File: src/rtl/alu_rs_pkg.sv
// alu_rs_pkg: shared opcodes, ALU sub-ops and reservation-station entry type
package alu_rs_pkg;
  localparam int ROB_W = 5;
  localparam logic [6:0] OP_R = 7'b0110011;
  localparam logic [6:0] OP_I = 7'b0010011;
  localparam logic [6:0] OP_B = 7'b1100011;
  localparam logic [6:0] OP_JAL = 7'b1101111;
  localparam logic [6:0] OP_JALR = 7'b1100111;
  localparam logic [6:0] OP_AUIPC = 7'b0010111;
  typedef enum logic [3:0] {
    ALU_ADD, ALU_SUB, ALU_SLL, ALU_SLT, ALU_SLTU, ALU_XOR, ALU_SRL, ALU_SRA,
    ALU_OR, ALU_AND, ALU_EQ, ALU_NE, ALU_GE, ALU_GEU
  } alu_op_e;
  typedef struct packed {
    logic busy;
    logic [ROB_W-1:0] rob_id;
    logic [6:0] opc;
    logic [3:0] op;
    logic [31:0] v1;
    logic [31:0] v2;
    logic p1;
    logic p2;
    logic [ROB_W-1:0] q1;
    logic [ROB_W-1:0] q2;
  } rs_entry_t;
endpackage

File: src/rtl/alu_rs_pick.sv
// alu_rs_pick: lowest-index priority encoder
module alu_rs_pick #(
  parameter int N = 8,
  localparam int IW = $clog2(N)
) (
  input  logic [N-1:0]  req,
  output logic          found,
  output logic [IW-1:0] idx
);
  always_comb begin
    found = |req;
    idx = '0;
    for (int i = N - 1; i >= 0; i--) if (req[i]) idx = IW'(i);
  end
endmodule

File: src/rtl/alu_rs.sv
// alu_rs: ALU reservation station with dual-CDB wakeup and single-issue select
module alu_rs
  import alu_rs_pkg::*;
#(
  parameter int RS_SIZE = 8
) (
  input  logic             clk_in,
  input  logic             rst_in,
  input  logic             rdy_in,
  input  logic             _clear,
  input  logic             _dis_valid,
  input  logic [ROB_W-1:0] _dis_rob_id,
  input  logic [6:0]       _dis_type,
  input  logic [3:0]       _dis_op,
  input  logic [31:0]      _dis_v1,
  input  logic [31:0]      _dis_v2,
  input  logic             _dis_q1_busy,
  input  logic             _dis_q2_busy,
  input  logic [ROB_W-1:0] _dis_q1,
  input  logic [ROB_W-1:0] _dis_q2,
  output logic             _rs_full,
  input  logic             _alu_cdb_ready,
  input  logic [ROB_W-1:0] _alu_cdb_rob_id,
  input  logic [31:0]      _alu_cdb_value,
  input  logic             _lsb_cdb_ready,
  input  logic [ROB_W-1:0] _lsb_cdb_rob_id,
  input  logic [31:0]      _lsb_cdb_value,
  output logic             _alu_ready,
  output logic [ROB_W-1:0] _alu_rob_id,
  output logic [6:0]       _alu_type,
  output logic [3:0]       _alu_op,
  output logic [31:0]      _alu_v1,
  output logic [31:0]      _alu_v2
);
  localparam int IW = $clog2(RS_SIZE);
  localparam int CW = IW + 1;
  rs_entry_t rs [RS_SIZE];
  rs_entry_t new_e;
  logic [CW-1:0] count;
  logic [RS_SIZE-1:0] free_vec, rdy_vec;
  logic free_found, rdy_found, accept;
  logic [IW-1:0] free_idx, rdy_idx;
  function automatic logic a_hit(input logic [ROB_W-1:0] q);
    return _alu_cdb_ready && _alu_cdb_rob_id == q;
  endfunction
  function automatic logic l_hit(input logic [ROB_W-1:0] q);
    return _lsb_cdb_ready && _lsb_cdb_rob_id == q;
  endfunction
  function automatic logic [31:0] fwd(input logic [ROB_W-1:0] q, input logic [31:0] v);
    return a_hit(q) ? _alu_cdb_value : l_hit(q) ? _lsb_cdb_value : v;
  endfunction
  always_comb begin
    for (int i = 0; i < RS_SIZE; i++) begin
      free_vec[i] = !rs[i].busy;
      rdy_vec[i] = rs[i].busy && !rs[i].p1 && !rs[i].p2;
    end
  end
  alu_rs_pick #(.N(RS_SIZE)) u_free (.req(free_vec), .found(free_found), .idx(free_idx));
  alu_rs_pick #(.N(RS_SIZE)) u_rdy (.req(rdy_vec), .found(rdy_found), .idx(rdy_idx));
  assign _rs_full = count == CW'(RS_SIZE);
  assign accept = _dis_valid && !_rs_full && free_found;
  always_comb begin
    new_e = '0;
    new_e.busy = 1'b1;
    new_e.rob_id = _dis_rob_id;
    new_e.opc = _dis_type;
    new_e.op = _dis_op;
    new_e.q1 = _dis_q1;
    new_e.q2 = _dis_q2;
    new_e.p1 = _dis_q1_busy && !a_hit(_dis_q1) && !l_hit(_dis_q1);
    new_e.p2 = _dis_q2_busy && !a_hit(_dis_q2) && !l_hit(_dis_q2);
    new_e.v1 = _dis_q1_busy ? fwd(_dis_q1, _dis_v1) : _dis_v1;
    new_e.v2 = _dis_q2_busy ? fwd(_dis_q2, _dis_v2) : _dis_v2;
  end
  always_ff @(posedge clk_in or negedge rst_in) begin
    if (!rst_in) begin
      for (int i = 0; i < RS_SIZE; i++) rs[i] <= '0;
      count <= '0;
      _alu_ready <= 1'b0;
      _alu_rob_id <= '0;
      _alu_type <= '0;
      _alu_op <= '0;
      _alu_v1 <= '0;
      _alu_v2 <= '0;
    end else if (rdy_in) begin
      if (_clear) begin
        for (int i = 0; i < RS_SIZE; i++) rs[i].busy <= 1'b0;
        count <= '0;
        _alu_ready <= 1'b0;
      end else begin
        for (int i = 0; i < RS_SIZE; i++) begin
          if (rs[i].busy && rs[i].p1 && (a_hit(rs[i].q1) || l_hit(rs[i].q1))) begin
            rs[i].v1 <= fwd(rs[i].q1, rs[i].v1);
            rs[i].p1 <= 1'b0;
          end
          if (rs[i].busy && rs[i].p2 && (a_hit(rs[i].q2) || l_hit(rs[i].q2))) begin
            rs[i].v2 <= fwd(rs[i].q2, rs[i].v2);
            rs[i].p2 <= 1'b0;
          end
        end
        _alu_ready <= rdy_found;
        if (rdy_found) begin
          rs[rdy_idx].busy <= 1'b0;
          _alu_rob_id <= rs[rdy_idx].rob_id;
          _alu_type <= rs[rdy_idx].opc;
          _alu_op <= rs[rdy_idx].op;
          _alu_v1 <= rs[rdy_idx].v1;
          _alu_v2 <= rs[rdy_idx].v2;
        end
        if (accept) rs[free_idx] <= new_e;
        count <= count + CW'(accept) - CW'(rdy_found);
      end
    end
  end
endmodule

File: config.mk
export PLATFORM = sky130hd
export DESIGN_NAME = alu_rs
export DESIGN_NICKNAME = d
export VERILOG_FILES = /design/src/rtl/alu_rs_pkg.sv /design/src/rtl/alu_rs_pick.sv /design/src/rtl/alu_rs.sv
export SDC_FILE = /design/constraint.sdc
export NUM_CORES = 2
export LEC_CHECK = 0
export ABC_AREA = 1
export CORE_UTILIZATION = 40
export CTS_BUF_LIST = sky130_fd_sc_hd__clkbuf_8
export DETAILED_ROUTE_END_ITERATION = 6
export PLACE_DENSITY = 0.65
export SYNTH_ARGS = -nofsm -noshare
export SYNTH_HDL_FRONTEND = slang
export SYNTH_SLANG_ARGS = --single-unit
File: constraint.sdc
create_clock -name clk_in -period 3.2 [get_ports clk_in]
set_input_delay 0.8 -clock clk_in [delete_from_list [all_inputs] [get_ports clk_in]]
set_output_delay 0.8 -clock clk_in [all_outputs]
set_load 0.05 [all_outputs]
==> impl_metrics.env <==
export IMPL_ios=255
export IMPL_wl_met1_mm=110
export IMPL_drive_gt1_share_pct=9.23
export IMPL_final_util_pct=47.9
export IMPL_r2r_end="_alu_op[2]"
export IMPL_htree_levels=4
export IMPL_met2_length_mm=121
export IMPL_clock_fmax_mhz=321
export IMPL_crit_fanout=3
export IMPL_setup_slack_ns=0.0850
export IMPL_num_vias=72600
export IMPL_detail_route_wl_per_cell_um=24.4
export IMPL_cts_buffer_depth=3
export IMPL_grt_overflow_total=0
export IMPL_start_util_pct=40.3
export IMPL_crit_reg2reg_launch="rs[11]"
export IMPL_viasPerCell=5.97
export IMPL_place_ws_ns=-0.180
export IMPL_die_w_um=390
export IMPL_syn_area_um2=60300
export IMPL_core_area_um2=150000
export IMPL_worstRegToRegCells=14
export IMPL_dp_final_hpwl_mm=180
export IMPL_cts_made_buffers=159
export IMPL_ys_seq_area_share_pct=34.4
export IMPL_critPathLaunch="count[2]"
export IMPL_cp_required_ns=2.40
export IMPL_grt_max_degree=158
export IMPL_gp_congestion=0.957
export IMPL_layout_nets=10200
export IMPL_outcome="complete, no violations"
export IMPL_setup_violations=0
export IMPL_ir_worst_vdd_uv=495
export IMPL_drt_first_pass_iters=7
export IMPL_powerDensity_nw_per_um2=562
export IMPL_finalSetupTns_ns=0
export IMPL_antenna_found_initial=26
export IMPL_wl_met3_mm=45.1
export IMPL_core_rowCount=142
export IMPL_ys_async_sr_fraction_pct=100
export IMPL_worstPathArrival_ns=2.32
export IMPL_worst_r2r_setup_slack_ns=0.30
export IMPL_synth_edff_count=0
export IMPL_postRouteAntennaNets=0
export IMPL_hold_violations=0
export IMPL_top_layer_used="met5"
export IMPL_p_leak_nw=37.3
export IMPL_grtUsageTotal_pct=37.8
export IMPL_hold_class="in2async"
export IMPL_slew_violations=0
export IMPL_fin_cells=12100
export IMPL_areaGrowthSynthToFinish_pct=19.0
export IMPL_crit_path_start_kind="flop"
export IMPL_synth_seq_cells=829
export IMPL_cts_tree="yes"
export IMPL_clk_pin_slew_ns=0.06
export IMPL_yosysWarningCount=0
export IMPL_maxSlewHeadroom_pct=24.8
export IMPL_worst_pin_slew_ns=1.13
export IMPL_maxCapViolations=0
export IMPL_cts_sinks=829
export IMPL_cts_root_buffer="clkbuf_8"
export IMPL_drt_iter0_markers=11400
export IMPL_ys_flop_type="dfrtp_1"
export IMPL_portBuffers=254
export IMPL_synthCells=9842
export IMPL_synth_net_count=10000
export IMPL_fill_cells=15200
export IMPL_cp_end_kind="output port"
export IMPL_postCtsSetupBuffers=0
export IMPL_dp_cells=11800
export IMPL_post_route_drc_count=0
export IMPL_die_area_um2=152000
export IMPL_drt_total_wl_mm=296
export IMPL_final_area_um2=71700
export IMPL_grt_first_pass_wirelength_mm=434
export IMPL_skew_ns=0.0633
export IMPL_synth_area_per_cell_um2=6.13
export IMPL_p_total_mw=40.3
export IMPL_clk_latency_ns=0.97
export IMPL_die_h_um=390
export IMPL_rsz0062_at_grt="no"
export IMPL_fin_crit_sh_pct=97.3
export IMPL_yosysUniqueCellTypes=37
export IMPL_placed_area_um2=68400
export IMPL_path_class="reg2out"
export IMPL_grt_pass1_vias=66800
export IMPL_endpoint="_rs_full"
export IMPL_fin_crit_ns=3.12
export IMPL_whs_ns=0.403
[report_power, final]
group,internal [mW],switching (mW)
combinational,5.08,9.35
clock,5.87,5.34
sequential,12.9,1.78
[registers in the layout, indices dropped and copies added (netlist names)]
register	cells
_alu_op	4
rs	744
_alu_type	7
_alu_v1	32
count	4
_alu_rob_id	5
_alu_v2	32
_alu_ready	1
[critical path, stage by stage (launching register included)]
cell and delay (ns):
dfrtp_1 0.36, inv_1 0.10, ha_1 0.15, nand2_1 0.05, nor2_1 0.31, clkdlybuf4s15_2 0.44
[worst min path at each step]
stage                       start       to  cells past startpoint  slack, ns
after floorplan           rs[358]  rs[358]                      2       0.44
after global placement    rs[365]  rs[365]                      2       0.46
after detailed placement  rs[250]  rs[250]                      2       0.46
after CTS                  rst_in  rs[269]                      2       0.35
after global routing       rst_in  rs[269]                      2       0.41
final                      rst_in  rs[269]                      2       0.40
[repair_timing]
| action | CTS | global route |
|---|---|---|
| setup endpoints to repair | 1 | 0 |
| hold endpoints to repair | 18 | 0 |
| resized for setup | 3 | 0 |
| hold buffers | 1 | 0 |
[placed cells by master (no fill, tap or decap), drive strengths merged, types with 17 or more instances in the layout]
cell type and count:
nand2 3762, o22ai 98, diode 17, buf 503, nand3b 107, nand3 2032, nand4 82, nor2 404
clkinv 48, dfrtp 829, inv 828, clkbuf 203, or2 125, o21ai 674, clkdlybuf4s50 252, o211ai 70
a21oi 68
[layer usage]
metal | GRT usage (%) | vias up
met5 | 0.191 | -
li1 | - | 32000
met2 | 54.3 | 5666
met4 | 23.3 | 20
met3 | 12.1 | 1424
met1 | 49.0 | 33500
[Yosys cell counts, types with 10 or more instances]
master    count  area share (%)
a21oi_1      56            0.46
a21oi_2      10            0.15
buf_1        55            0.34
buf_2       357             3.0
buf_4        27            0.34
clkbuf_1    324             2.0
clkinv_1     32            0.20
dfrtp_1     829              34
inv_1       749             4.7
inv_2        23            0.14
nand2_1    3757              23
nand3_1    2032              17
nand3b_1    107             1.3
nand4_1      82            0.85
nor2_1      395             2.5
o211ai_1     70            0.87
o21ai_0     621             5.2
o21ai_1      52            0.43
o22ai_1      98             1.0
or2_1        37            0.38
or2_2        88            0.91
[final cells by class]
type	instances	area (µm²)	area share [%]
inverters	805	3030	4.23
repair buffers	757	8590	12.0
clock inverters	78	465	0.649
multi-input cells	7443	33500	46.8
flip-flops and latches	829	20700	28.9
well taps	2016	2520	3.52
diodes	17	42.5	0.0593
clock buffers	203	2790	3.89
[cell families after synthesis]
family	Yosys count	synth area share, %
simple gates	6515	46.4
buf+inv	1570	10.7
compound gates	913	8.19
flops	829	34.4
xor+xnor	9	0.131
fa+ha+maj	6	0.137
Power figures use the tool's default switching activity.
